### src/rtl/dso_pkg.sv
// Shared types and default sizes for the DSO capture path.
package dso_pkg;

    localparam int DSO_DW    = 8;
    localparam int DSO_AW    = 17;
    localparam int DSO_DEPTH = 10000;

    typedef enum logic [2:0] {
        IDLE      = 3'd0,
        PREFILL   = 3'd1,
        WAIT_TRIG = 3'd2,
        POSTFILL  = 3'd3,
        DONE      = 3'd4
    } cap_state_t;

    function automatic logic is_busy(input cap_state_t s);
        return (s == PREFILL) || (s == WAIT_TRIG) || (s == POSTFILL);
    endfunction

endpackage

### src/rtl/dso_trigger_detect.sv
// Level/slope crossing detector with auto-trigger timeout, evaluated on the
// sample being accepted this cycle.
module dso_trigger_detect
    import dso_pkg::*;
#(
    parameter int DW           = DSO_DW,
    parameter int AUTO_TIMEOUT = 50000
) (
    input  logic          i_clk,
    input  logic          i_reset,
    input  logic          i_clear,
    input  logic          i_accept,
    input  logic          i_in_wait,
    input  logic [DW-1:0] i_sample,
    input  logic [DW-1:0] i_trig_level,
    input  logic          i_trig_rising,
    input  logic          i_auto_mode,
    output logic          o_trig_hit,
    output logic          o_trig_is_forced
);

    localparam int            CW          = $clog2(AUTO_TIMEOUT + 1);
    localparam logic [CW-1:0] L_AUTO_LAST = CW'(AUTO_TIMEOUT - 1);

    logic [DW-1:0] r_prev;
    logic          r_prev_vld;
    logic [CW-1:0] r_auto_cnt;
    logic          w_cross;
    logic          w_timeout;

    // Crossing needs a previous sample from the same capture.
    always_comb begin
        w_cross = 1'b0;
        if (!r_prev_vld) begin
            w_cross = 1'b0;
        end else if (i_trig_rising) begin
            w_cross = (r_prev < i_trig_level) && (i_sample >= i_trig_level);
        end else begin
            w_cross = (r_prev > i_trig_level) && (i_sample <= i_trig_level);
        end
        w_timeout        = i_auto_mode && (r_auto_cnt == L_AUTO_LAST);
        o_trig_hit       = i_accept && i_in_wait && (w_cross || w_timeout);
        o_trig_is_forced = o_trig_hit && !w_cross;
    end

    // Counter saturates so a late switch to auto mode fires on the next sample.
    always_ff @(posedge i_clk or posedge i_reset) begin
        if (i_reset) begin
            r_prev     <= '0;
            r_prev_vld <= 1'b0;
            r_auto_cnt <= '0;
        end else if (i_clear) begin
            r_prev_vld <= 1'b0;
            r_auto_cnt <= '0;
        end else if (i_accept) begin
            r_prev     <= i_sample;
            r_prev_vld <= 1'b1;
            if (i_in_wait && (r_auto_cnt != L_AUTO_LAST)) begin
                r_auto_cnt <= r_auto_cnt + CW'(1);
            end
        end
    end

endmodule

### src/rtl/dso_capture_sequencer.sv
// Trigger/capture sequencer: circular sample buffer in a single-port RAM,
// pre-trigger window freeze and trigger-relative readout.
module dso_capture_sequencer
    import dso_pkg::*;
#(
    parameter int DW           = DSO_DW,
    parameter int AW           = DSO_AW,
    parameter int DEPTH        = DSO_DEPTH,
    parameter int PRE_SAMPLES  = 5000,
    parameter int AUTO_TIMEOUT = 50000
) (
    input  logic          i_clk,
    input  logic          i_reset,
    input  logic          i_arm,
    input  logic          i_abort,
    input  logic [DW-1:0] i_trig_level,
    input  logic          i_trig_rising,
    input  logic          i_auto_mode,
    input  logic          i_sample_valid,
    input  logic [DW-1:0] i_sample,
    output logic          o_mem_cs,
    output logic          o_mem_we,
    output logic [AW-1:0] o_mem_addr,
    output logic [DW-1:0] o_mem_wdata,
    input  logic [DW-1:0] i_mem_rdata,
    input  logic          i_rd_en,
    input  logic [AW-1:0] i_rd_idx,
    output logic          o_rd_valid,
    output logic [DW-1:0] o_rd_data,
    output logic          o_busy,
    output logic          o_done,
    output logic          o_trig_forced,
    output logic [AW-1:0] o_start_addr,
    output logic [AW-1:0] o_trig_addr
);

    localparam logic [AW-1:0] L_DEPTH_A   = AW'(DEPTH);
    localparam logic [AW-1:0] L_LAST_A    = AW'(DEPTH - 1);
    localparam logic [AW-1:0] L_PRE_A     = AW'(PRE_SAMPLES);
    localparam logic [AW:0]   L_DEPTH_S   = (AW+1)'(DEPTH);
    localparam logic [AW-1:0] L_PRE_LAST  = AW'(PRE_SAMPLES - 1);
    localparam logic [AW-1:0] L_POST_LAST = AW'(DEPTH - PRE_SAMPLES - 2);

    cap_state_t    r_state;
    cap_state_t    w_state_nxt;
    logic [AW-1:0] r_cnt;
    logic [AW-1:0] w_cnt_nxt;
    logic [AW-1:0] r_wp;
    logic          r_busy;
    logic          r_done;
    logic          r_mem_cs;
    logic          r_mem_we;
    logic [AW-1:0] r_mem_addr;
    logic [DW-1:0] r_mem_wdata;
    logic          r_rd_pend;
    logic          r_rd_valid;
    logic          r_trig_forced;
    logic [AW-1:0] r_start_addr;
    logic [AW-1:0] r_trig_addr;

    logic          w_busy;
    logic          w_start;
    logic          w_accept;
    logic          w_rd_go;
    logic          w_trig_hit;
    logic          w_trig_is_forced;
    logic [AW-1:0] w_trig_start;
    logic [AW:0]   w_rd_sum;
    logic [AW-1:0] w_rd_addr;

    dso_trigger_detect #(
        .DW           (DW),
        .AUTO_TIMEOUT (AUTO_TIMEOUT)
    ) u_trig (
        .i_clk            (i_clk),
        .i_reset          (i_reset),
        .i_clear          (w_start || i_abort),
        .i_accept         (w_accept),
        .i_in_wait        (r_state == WAIT_TRIG),
        .i_sample         (i_sample),
        .i_trig_level     (i_trig_level),
        .i_trig_rising    (i_trig_rising),
        .i_auto_mode      (i_auto_mode),
        .o_trig_hit       (w_trig_hit),
        .o_trig_is_forced (w_trig_is_forced)
    );

    // Qualifiers and modulo address math; abort suppresses everything new.
    always_comb begin
        w_busy       = is_busy(r_state);
        w_start      = ((r_state == IDLE) || (r_state == DONE)) && i_arm && !i_abort;
        w_accept     = w_busy && i_sample_valid && !i_abort;
        w_rd_go      = (r_state == DONE) && i_rd_en && (i_rd_idx < L_DEPTH_A) && !i_abort;
        w_trig_start = (r_wp >= L_PRE_A) ? (r_wp - L_PRE_A) : (r_wp + (L_DEPTH_A - L_PRE_A));
        w_rd_sum     = {1'b0, r_start_addr} + {1'b0, i_rd_idx};
        w_rd_addr    = AW'((w_rd_sum >= L_DEPTH_S) ? (w_rd_sum - L_DEPTH_S) : w_rd_sum);
    end

    // Capture FSM next state and fill counter.
    always_comb begin
        w_state_nxt = r_state;
        w_cnt_nxt   = r_cnt;
        if (i_abort) begin
            w_state_nxt = IDLE;
            w_cnt_nxt   = '0;
        end else begin
            case (r_state)
                IDLE, DONE: begin
                    if (i_arm) begin
                        w_state_nxt = PREFILL;
                        w_cnt_nxt   = '0;
                    end else begin
                        w_state_nxt = r_state;
                    end
                end
                PREFILL: begin
                    if (w_accept && (r_cnt == L_PRE_LAST)) begin
                        w_state_nxt = WAIT_TRIG;
                        w_cnt_nxt   = '0;
                    end else if (w_accept) begin
                        w_cnt_nxt = r_cnt + AW'(1);
                    end else begin
                        w_cnt_nxt = r_cnt;
                    end
                end
                WAIT_TRIG: begin
                    if (w_trig_hit) begin
                        w_state_nxt = POSTFILL;
                        w_cnt_nxt   = '0;
                    end else begin
                        w_state_nxt = r_state;
                    end
                end
                POSTFILL: begin
                    if (w_accept && (r_cnt == L_POST_LAST)) begin
                        w_state_nxt = DONE;
                        w_cnt_nxt   = '0;
                    end else if (w_accept) begin
                        w_cnt_nxt = r_cnt + AW'(1);
                    end else begin
                        w_cnt_nxt = r_cnt;
                    end
                end
                default: begin
                    w_state_nxt = IDLE;
                    w_cnt_nxt   = '0;
                end
            endcase
        end
    end

    // State, RAM port mux (write and read are never live together), trigger capture.
    always_ff @(posedge i_clk or posedge i_reset) begin
        if (i_reset) begin
            r_state       <= IDLE;
            r_cnt         <= '0;
            r_wp          <= '0;
            r_busy        <= 1'b0;
            r_done        <= 1'b0;
            r_mem_cs      <= 1'b0;
            r_mem_we      <= 1'b0;
            r_mem_addr    <= '0;
            r_mem_wdata   <= '0;
            r_rd_pend     <= 1'b0;
            r_rd_valid    <= 1'b0;
            r_trig_forced <= 1'b0;
            r_start_addr  <= '0;
            r_trig_addr   <= '0;
        end else begin
            r_state    <= w_state_nxt;
            r_cnt      <= w_cnt_nxt;
            r_busy     <= is_busy(w_state_nxt);
            r_done     <= (w_state_nxt == DONE);
            r_rd_pend  <= w_rd_go;
            r_rd_valid <= r_rd_pend;
            if (w_accept) begin
                r_mem_cs    <= 1'b1;
                r_mem_we    <= 1'b1;
                r_mem_addr  <= r_wp;
                r_mem_wdata <= i_sample;
                r_wp        <= (r_wp == L_LAST_A) ? '0 : (r_wp + AW'(1));
            end else if (w_rd_go) begin
                r_mem_cs   <= 1'b1;
                r_mem_we   <= 1'b0;
                r_mem_addr <= w_rd_addr;
            end else begin
                r_mem_cs <= 1'b0;
                r_mem_we <= 1'b0;
            end
            if (w_trig_hit) begin
                r_trig_addr   <= r_wp;
                r_start_addr  <= w_trig_start;
                r_trig_forced <= w_trig_is_forced;
            end
        end
    end

    assign o_mem_cs      = r_mem_cs;
    assign o_mem_we      = r_mem_we;
    assign o_mem_addr    = r_mem_addr;
    assign o_mem_wdata   = r_mem_wdata;
    assign o_rd_valid    = r_rd_valid;
    assign o_rd_data     = i_mem_rdata;
    assign o_busy        = r_busy;
    assign o_done        = r_done;
    assign o_trig_forced = r_trig_forced;
    assign o_start_addr  = r_start_addr;
    assign o_trig_addr   = r_trig_addr;

endmodule

### config.mk
export PLATFORM = sky130hd
export DESIGN_NAME = dso_capture_sequencer
export DESIGN_NICKNAME = d
export VERILOG_FILES = /design/src/rtl/dso_pkg.sv /design/src/rtl/dso_trigger_detect.sv /design/src/rtl/dso_capture_sequencer.sv
export SDC_FILE = /design/constraint.sdc
export NUM_CORES = 1
export LEC_CHECK = 0
export BUFFER_PORTS_ARGS = -buffer_cell sky130_fd_sc_hd__buf_2
export CELL_PAD_IN_SITES_DETAIL_PLACEMENT = 1
export CELL_PAD_IN_SITES_GLOBAL_PLACEMENT = 2
export CORE_MARGIN = 2
export CORE_UTILIZATION = 38
export CTS_BUF_LIST = sky130_fd_sc_hd__clkbuf_8
export CTS_CLUSTER_SIZE = 10
export DETAILED_ROUTE_END_ITERATION = 7
export HOLD_SLACK_MARGIN = 0.03
export PLACE_DENSITY = 0.93
export SYNTH_ARGS = -nofsm -noshare
export SYNTH_HDL_FRONTEND = slang
export SYNTH_SLANG_ARGS = --single-unit
### constraint.sdc
create_clock -name i_clk -period 11.6 [get_ports i_clk]
set_input_delay 1.74 -clock i_clk [delete_from_list [all_inputs] [get_ports i_clk]]
set_output_delay 1.74 -clock i_clk [all_outputs]
set_load 0.01 [all_outputs]
==> flow_metrics.tcl, run 1 <==
set metrics [dict create \
    synth_top_family_by_area "simple AND/OR/NAND/NOR gates" \
    ys_seq_elements 125 \
    htreeDepth 4 \
    finalWeightedCongestion 0.853 \
    ant_nets 0 \
    rsz0062_at_grt "no" \
    grt_pass1_vias 6860 \
    drive_above_1_share_pct 16.5 \
    dp_hpwl_um 16200 \
    dp_cells 1185 \
    start_kind "input port" \
    n_antenna_cell 0 \
    post_drt_wl_per_cell_um 17.8 \
    power.density_nw_per_um2 130 \
    critPathKind "in -> reg" \
    clock_path_buffers 2 \
    yosysMostFrequentCell "nand2_1" \
    io_pins 122 \
    die_area_um2 21100 \
    cp.required_ns 11.93 \
    syn_area_um2 7570 \
    synth-edff-count 0 \
    final_cells 1217 \
    hp-class "reg -> reg" \
    syn_inst 858 \
    synth_top_cell_area_share_pct 41.3 \
    fmax_mhz 193 \
    clk_latency_ns 0.46 \
    ctsRootBufferMaster "clkbuf_8" \
    coreArea_um2 19500 \
    final_hold_viol_count 0 \
    antenna_found_initial 0 \
    worstSetupEndpoint "o_mem_addr[12]$_DFFE_PP0P_" \
    period_share_pct 44.8 \
    grt_first_pass_wirelength_um 36000 \
    cts_setup_buffers 0 \
    slew_headroom_pct 19.8 \
    avgSynthCellArea_um2 8.82 \
    endpoint_kind "flip-flop" \
    start_util_pct 38.8 \
    grt_usage_pct 21.3 \
    yosys.area_share.simple_pct 22.6 \
    portBuffers 105 \
    grt_max_degree 75 \
    rr_startpoint "o_start_addr[0]$_DFFE_PP0P_" \
    yosysWarnings 0 \
    synthTopCellsByCount "137 x nand2_1, 125 x dfrtp_1, 78 x nor2_1" \
    grt.overflow.total 0 \
    postPlaceCellArea_um2 8230 \
    fill_cells 2373 \
    drt-total-wl_um 21700 \
    vias 6516 \
    report.final.slew_viol_count 0 \
    syn_nets 950 \
    reg2reg_slack_ns 7.32 \
    cap_viol_max_count 0 \
    worst_pin_slew_ns 1.19 \
    design_area_um2 8680 \
    p_leak_nw 4.20 \
    totalNegativeSetupSlack_ns 0 \
    row_count 51 \
    synth_compound_area_share_pct 14.9 \
    viasPerCell 5.35 \
    clk_pin_slew_worst_paths_ns 0.08 \
    regToRegEndpoint "o_mem_addr[12]$_DFFE_PP0P_" \
    cts_tree "built" \
    status "completed" \
    ys_async_sr_fraction_pct 100 \
    clock_skew_ns 0.0114 \
    reg2reg_depth 17 \
    p_total_mw 1.13 \
    synthMuxAreaShare_pct 1.09 \
    final_nets 1031 \
    cts-resized-gates 0 \
    die_h_um 145 \
    drtIter0Drc 307 \
    ys_top_cells_by_area "dfrtp_1 41%, ha_1 6.9%, nand2_1 6.8%, xnor2_1 5.4%, nor2_1 3.9%" \
    syn2layout_area_growth_pct 14.7 \
    synth_largest_area_cell "dfrtp_1" \
    finalCriticalPeriod_ns 5.19 \
    ir_worst_vdd_v 0.0000659 \
    die_w_um 145 \
    synth_ff_type "dfrtp_1" \
    cp_max_fo 13 \
    cts_buffers 17 \
    setup_violations 0 \
    synth_xor_area_share_pct 8.05 \
    first_pass_iters 7 \
    crit_arrival_ns 5.53 \
    cts_hold_buf 0 \
    cts.sinks 125 \
    synth_cell_types 70 \
    crit_path_start "i_rd_idx[0]" \
    drc_errors 0 \
    synthAdderAreaFrac_pct 7.21 \
    synth.yosys.seq_area_share_pct 41.3 \
]
## cell type report
cell class / instances / area (um^2) / area share (%)
multi-input cells: 647 / 4070 / 46.9
flip-flops and latches: 125 / 3130 / 36.0
repair buffers: 108 / 548 / 6.31
well taps: 265 / 332 / 3.82
clock buffers: 19 / 262 / 3.01
clock inverters: 13 / 188 / 2.16
inverters: 40 / 153 / 1.76
## metrics by stage
| step | util (%) | worst slack (ns) | hold WS, ns |
|---|---|---|---|
| after floorplan | - | 6.53 | 0.331 |
| after global placement | 42.2 | 6.04 | 0.333 |
| after detailed placement | 42.2 | 5.94 | 0.343 |
| after CTS | 44.5 | 6.42 | 0.355 |
| after global routing | 44.5 | 6.15 | 0.358 |
| final | 44.5 | 6.41 | 0.355 |
## worst min path at each step
stage / from / end / slack, ns / cells after the start
6_report: r_rd_pend$_DFF_PP0_ / o_rd_valid$_DFF_PP0_ / 0.35 / 0
5_1_grt: r_rd_pend$_DFF_PP0_ / o_rd_valid$_DFF_PP0_ / 0.36 / 0
4_1_cts: r_rd_pend$_DFF_PP0_ / o_rd_valid$_DFF_PP0_ / 0.36 / 0
3_5_place_dp: r_rd_pend$_DFF_PP0_ / o_rd_valid$_DFF_PP0_ / 0.34 / 0
3_3_place_gp: r_rd_pend$_DFF_PP0_ / o_rd_valid$_DFF_PP0_ / 0.33 / 0
2_1_floorplan: r_rd_pend$_DFF_PP0_ / o_rd_valid$_DFF_PP0_ / 0.33 / 0
## power breakdown
| part | internal (mW) | switching [mW] |
|---|---|---|
| Combinational | 0.0751 | 0.114 |
| Clock | 0.246 | 0.192 |
| Sequential | 0.466 | 0.0328 |
| Total | 0.787 | 0.338 |
## critical path: stages
cell,delay [ns]
buf_2,0.08
ha_1,0.19
inv_1,0.06
fa_1,0.40
nor2b_1,0.21
o21a_1,0.14
nor2_1,0.04
xnor2_1,0.15
inv_1,0.11
ha_1,0.15
inv_1,0.07
a2111oi_4,0.37
and4b_1,0.26
o21a_1,0.23
nor4_4,0.76
or3_1,0.22
mux2i_1,0.07
a221o_1,0.26
## registers in the layout, summed over array words and instances (netlist names), 3 cells and up
| name | cells |
|---|---|
| o_mem_addr | 17 |
| r_wp | 17 |
| o_trig_addr | 14 |
| r_cnt | 17 |
| u_trig.r_prev | 8 |
| o_mem_wdata | 8 |
| r_state | 3 |
| u_trig.r_auto_cnt | 16 |
| o_start_addr | 17 |
## per-layer routing
layer	vias up	routed length (um)	GRT usage (%)
met5	-	0	0
met3	11	941	5.75
met1	3230	10000	27.9
li1	3151	-	-
met4	0	261	4.85
met2	124	10500	35.3
## cells by family after synthesis
| group | count (synthesis) |
|---|---|
| buffers and inverters | 86 |
| XOR/XNOR | 68 |
| multiplexers | 8 |
| AND/OR/NAND/NOR | 358 |
| AO/OA/AOI/OAI | 170 |
| adder cells (fa/ha/maj) | 43 |
| flip-flops | 125 |
## placed cells by master (no fill, tap or decap), drive strengths merged, types with 3 or more instances in the layout
cell type,instances
clkinvlp,3
a21o,16
clkinv,7
a21oi,40
or2,4
a21boi,5
nand3b,4
a211oi,4
nand4,18
nand2b,3
nand3,31
a22oi,14
nor4,8
o21ai,43
o21a,9
xor2,20
ha,42
nor3b,4
bufinv,4
nor2b,7
dfrtp,125
o31ai,4
and3,11
inv,39
clkbuf,19
xnor2,47
nor3,25
nor2,78
o211ai,4
or3,9
nand2,137
a31oi,6
nor4b,8
buf,108
mux2i,6
Note: power is estimated with default switching activity, not from simulation.
==> run 2, diff against run 1 <==
--- a/config.mk
+++ b/config.mk
@@ -9,12 +9,12 @@
 export CELL_PAD_IN_SITES_DETAIL_PLACEMENT = 1
 export CELL_PAD_IN_SITES_GLOBAL_PLACEMENT = 2
 export CORE_MARGIN = 2
-export CORE_UTILIZATION = 38
+export CORE_UTILIZATION = 32
 export CTS_BUF_LIST = sky130_fd_sc_hd__clkbuf_8
 export CTS_CLUSTER_SIZE = 10
 export DETAILED_ROUTE_END_ITERATION = 7
 export HOLD_SLACK_MARGIN = 0.03
-export PLACE_DENSITY = 0.93
+export PLACE_DENSITY = 0.84
 export SYNTH_ARGS = -nofsm -noshare
 export SYNTH_HDL_FRONTEND = slang
 export SYNTH_SLANG_ARGS = --single-unit
==> constraint.sdc (replaced) <==
create_clock -name i_clk -period 4.2 [get_ports i_clk]
set_input_delay 0.63 -clock i_clk [delete_from_list [all_inputs] [get_ports i_clk]]
set_output_delay 0.63 -clock i_clk [all_outputs]
set_load 0.01 [all_outputs]
==> run 2 against run 1 <==
  * Setup slack got worse by 6.0 ns
  * Largest cell class unchanged
  * Sequential power grew to 2.8 times the previous value
  * Clock power up 150%
  * Clock skew grew 0.0030 ns
  * Die area up 18%
  * Utilization down 6.8 points
  * Cell count up 5.4%
  * Register-to-register slack worse by 6.9 ns
  * Combinational power increased to 2.8 times the previous value
  * Critical path depth decreased by 2
==> flow_metrics.tcl, run 2 (same netlist as run 1, synthesis figures left out) <==
set metrics [dict create \
    endpoint_kind "flip-flop" \
    hp-class "in -> async" \
    cp.required_ns 4.56 \
    finalWeightedCongestion 0.850 \
    die_w_um 158 \
    first_pass_iters 4 \
    ant_nets 0 \
    grt_pass1_vias 6881 \
    final_hold_viol_count 0 \
    grt.overflow.total 0 \
    multiInputGateArea_um2 4070 \
    layout_commonest_cell "nand2_1" \
    cts.sinks 125 \
    rsz0062_at_grt "no" \
    fmax_mhz 262 \
    start_kind "flip-flop" \
    cts-resized-gates 0 \
    viasPerCell 5.14 \
    gr-usage-met3_pct 4.05 \
    grt_usage_pct 19.1 \
    status "completed" \
    coreArea_um2 23300 \
    drc_errors 0 \
    cts_setup_buffers 0 \
    drive_above_1_share_pct 17.4 \
    clock_skew_ns 0.0144 \
    vias 6594 \
    syn2layout_area_growth_pct 16.2 \
    grt_first_pass_wirelength_um 37000 \
    dp_cells 1250 \
    clock_path_buffers 2 \
    ctsRootBufferMaster "clkbuf_8" \
    clk_latency_ns 0.46 \
    crit_arrival_ns 4.18 \
    totalNegativeSetupSlack_ns 0 \
    cts_tree "built" \
    design_area_um2 8790 \
    use_met2_pct 32.9 \
    grt_max_degree 78 \
    postPlaceCellArea_um2 8390 \
    report.final.slew_viol_count 0 \
    start_util_pct 32.4 \
    portBuffers 105 \
    setup_ws_ns 0.384 \
    final_cells 1283 \
    htreeDepth 4 \
    layout_common_cells "137 x nand2_1, 125 x dfrtp_1, 105 x buf_2" \
    row_count 56 \
    post_drt_wl_per_cell_um 17.8 \
    worst_pin_slew_ns 1.05 \
    dp_hpwl_um 17100 \
    die_area_um2 24900 \
    ir_worst_vdd_v 0.000156 \
    cts_hold_buf 0 \
    period_share_pct 90.9 \
    cts_buffers 17 \
    drt-total-wl_um 22800 \
    power.density_nw_per_um2 340 \
    final_nets 1042 \
    slew_headroom_pct 29.2 \
    seqCellArea_um2 3130 \
    busiest_layer "met2" \
    antenna_found_initial 1 \
    die_h_um 158 \
    fill_cells 2829 \
    clk_pin_slew_worst_paths_ns 0.09 \
    io_pins 122 \
    pre_cts_ws_ns 0.101 \
    cap_viol_max_count 0 \
    fin_hold_ws_ns 0.258 \
    p_leak_nw 4.23 \
    critPathKind "reg -> reg" \
    cp_max_fo 4 \
    drtIter0Drc 308 \
    finalCriticalPeriod_ns 3.82 \
    setup_violations 0 \
    grt_use_met1_pct 24.4 \
]
==> run 2: cell type report <==
type / count / share of cell area, %
antenna: 1 / 0.0285
clock buffer: 18 / 2.82
clock inverter: 14 / 1.65
inverter: 40 / 1.74
multi-input combinational: 647 / 46.3
sequential: 125 / 35.6
tap: 319 / 4.54
timing repair buffer: 119 / 7.32
==> run 2: worst paths after layout <==
| check | startpoint | end | slack [ns] | depth (start not counted) |
|---|---|---|---|---|
| setup / recovery | o_start_addr[0]$_DFFE_PP0P_ | o_mem_addr[16]$_DFFE_PP0P_ | 0.38 | 16 |
| hold / removal | i_reset | o_busy$_DFF_PP0_ | 0.26 | 2 |
| setup reg to reg | o_start_addr[0]$_DFFE_PP0P_ | o_mem_addr[16]$_DFFE_PP0P_ | 0.38 | 16 |
| hold reg to reg | r_rd_pend$_DFF_PP0_ | o_rd_valid$_DFF_PP0_ | 0.36 | 0 |
| max in group asynchronous | i_reset | u_trig.r_prev[5]$_DFFE_PP0P_ | 3.07 | 3 |
| min in group i_clk | r_rd_pend$_DFF_PP0_ | o_rd_valid$_DFF_PP0_ | 0.36 | 0 |
==> run 2: power breakdown <==
group          switching [mW]  internal, mW  leakage, nW
Sequential             0.0953          1.29         1.68
Clock                   0.537         0.541        0.191
Combinational           0.318         0.215         2.36
Total                   0.950          2.04         4.23
==> run 2: per-layer routing <==
metal,up-vias,share of wire (%)
li1,3177,-
met1,3288,46
met2,108,49
met3,21,3.6
met4,0,1.2
met5,-,0
==> run 2: worst max-delay path, stage by stage, from the launching register on <==
cell,delay [ns]
dfrtp_1,0.39
ha_1,0.22
inv_1,0.07
fa_1,0.40
nor2b_1,0.22
o21a_1,0.14
nor2_1,0.05
xnor2_1,0.15
inv_1,0.11
ha_1,0.15
inv_1,0.08
a2111oi_4,0.34
and4b_1,0.25
o21a_1,0.23
or3_1,0.41
xnor3_1,0.34
o31ai_1,0.19
==> run 2: through the flow <==
| stage | total power [mW] | util [%] |
|---|---|---|
| floorplan | 1.73 | - |
| global placement | 1.93 | 36.0 |
| detailed placement | 1.94 | 36.0 |
| CTS | 3.03 | 37.7 |
| global route | 3.16 | 37.7 |
| finish | 2.99 | 37.7 |
==> run 3, diff against run 2 <==
--- a/config.mk
+++ b/config.mk
@@ -5,7 +5,7 @@
 export SDC_FILE = /design/constraint.sdc
 export NUM_CORES = 1
 export LEC_CHECK = 0
-export BUFFER_PORTS_ARGS = -buffer_cell sky130_fd_sc_hd__buf_2
+export BUFFER_PORTS_ARGS = -buffer_cell sky130_fd_sc_hd__buf_4
 export CELL_PAD_IN_SITES_DETAIL_PLACEMENT = 1
 export CELL_PAD_IN_SITES_GLOBAL_PLACEMENT = 2
 export CORE_MARGIN = 2
@@ -15,6 +15,7 @@
 export DETAILED_ROUTE_END_ITERATION = 7
 export HOLD_SLACK_MARGIN = 0.03
 export PLACE_DENSITY = 0.84
+export RECOVER_POWER = 25
 export SYNTH_ARGS = -nofsm -noshare
 export SYNTH_HDL_FRONTEND = slang
 export SYNTH_SLANG_ARGS = --single-unit
==> run 3 against run 2 <==
  * The run now ends with max-capacitance violations, max-slew violations left
  * Critical path depth is the same
  * Via count shrank 0.14%
  * Hold slack gained 0.095 ns
  * Global-route usage shrank 0.16 points
  * Critical endpoint unchanged
==> flow_metrics.tcl, run 3 (same netlist as run 1, synthesis figures left out) <==
set metrics [dict create \
    endpoint_kind "flip-flop" \
    start_kind "flip-flop" \
    status "finished with violations" \
    vias 6585 \
    clock_skew_ns 0.0123 \
    grt_max_degree 72 \
    finalWeightedCongestion 0.819 \
    setup_ws_ns 0.309 \
    cts.sinks 125 \
    pre_cts_ws_ns 0.0113 \
    final_cells 1280 \
    ant_nets 0 \
    p_total_mw 3.02 \
    syn2layout_area_growth_pct 19.5 \
    cap_viol_max_count 1 \
    cts-resized-gates 0 \
    wl_met1_um 10300 \
    cp_max_fo 4 \
    hold_depth 0 \
    finalCriticalPeriod_ns 3.89 \
    layout_commonest_cell "nand2_1" \
    grt_usage_pct 19.0 \
    p_leak_nw 4.27 \
    wl_met3_um 843 \
    start_util_pct 32.4 \
    final_hold_viol_count 0 \
    cts_buffers 17 \
    crit_arrival_ns 4.24 \
    cts_setup_buffers 0 \
    n_antenna_cell 0 \
    critPathKind "reg -> reg" \
    layout_common_cells "137 x nand2_1, 125 x dfrtp_1, 116 x buf_4" \
    die_h_um 158 \
    antenna_found_initial 0 \
    worst_pin_slew_ns 2.85 \
    grt_pass1_vias 6923 \
    viasPerCell 5.14 \
    violations "max-capacitance violations, max-slew violations" \
    clock_path_buffers 2 \
    cp.required_ns 4.55 \
    drive_above_1_share_pct 17.2 \
    drt-total-wl_um 22800 \
    period_share_pct 92.6 \
    io_pins 122 \
    post_drt_wl_per_cell_um 17.8 \
    dp_cells 1249 \
    fmax_mhz 257 \
    clk_latency_ns 0.45 \
    fin_hold_ws_ns 0.354 \
    cts_hold_buf 0 \
    dr_wl_met2_um 11400 \
    htreeDepth 4 \
    row_count 56 \
    cts_tree "built" \
    rsz0062_at_grt "no" \
    grt.overflow.total 0 \
    die_w_um 158 \
    setup_violations 0 \
    top_layer "met4" \
    dp_hpwl_um 17000 \
    reg2reg_depth 16 \
    drc_errors 0 \
    die_area_um2 24900 \
    coreArea_um2 23300 \
    hp-class "reg -> reg" \
    power.density_nw_per_um2 335 \
    clk_pin_slew_worst_paths_ns 0.08 \
    first_pass_iters 5 \
    totalNegativeSetupSlack_ns 0 \
    grt_first_pass_wirelength_um 36800 \
    drtIter0Drc 289 \
    ir_worst_vdd_v 0.000176 \
    final_nets 1041 \
    report.final.slew_viol_count 71 \
    portBuffers 105 \
    slew_headroom_pct -89.9 \
    ctsRootBufferMaster "clkbuf_8" \
]
run 3: worst paths after layout:
path,slack [ns],end,start
setup / recovery,0.31,o_mem_addr[16]$_DFFE_PP0P_,o_start_addr[0]$_DFFE_PP0P_
setup reg to reg,0.31,o_mem_addr[16]$_DFFE_PP0P_,o_start_addr[0]$_DFFE_PP0P_
hold / removal,0.35,o_rd_valid$_DFF_PP0_,r_rd_pend$_DFF_PP0_
min in group asynchronous,1.19,u_trig.r_auto_cnt[14]$_DFFE_PP0P_,i_reset
max in group asynchronous,1.37,r_wp[8]$_DFFE_PP0P_,i_reset
hold reg to reg,0.35,o_rd_valid$_DFF_PP0_,r_rd_pend$_DFF_PP0_
run 3: layer usage:
metal  vias up  global-route usage [%]
met5         -                       0
met4         0                    4.03
met3        10                    3.78
met2       112                    33.5
met1      3297                    24.0
li1       3166                       -
run 3: worst max-delay path, stage by stage, from the launching register on:
cell and delay (ns):
dfrtp_1 0.38, ha_1 0.22, inv_1 0.07, fa_1 0.40
nor2b_1 0.21, o21a_1 0.14, nor2_1 0.05, xnor2_1 0.16
inv_1 0.11, ha_1 0.15, inv_1 0.07, a2111oi_4 0.37
and4b_1 0.25, o21a_1 0.23, or3_1 0.42, xnor3_1 0.36
o31ai_1 0.21
run 3: report_power, final:
part	internal [mW]	total (mW)	switching, mW	leakage, nW
logic	0.248	0.559	0.311	2.40
registers	1.29	1.38	0.0972	1.68
clock network	0.566	1.08	0.514	0.188
run 3: cell type report:
type | count | area [um^2]
Tap cell | 319 | 399
Sequential cell | 125 | 3130
Timing Repair Buffer | 118 | 898
Fill cell | 2787 | 14300
Clock inverter | 11 | 118
Multi-Input combinational cell | 647 | 4070
Inverter | 40 | 150
Clock buffer | 20 | 275
run 3: per-stage QoR:
stage	util, %	area (um^2)
final	38.7	9040
after global routing	38.7	9040
after CTS	38.8	9040
after detailed placement	37.1	8650
after global placement	37.1	8650
after floorplan	-	7570
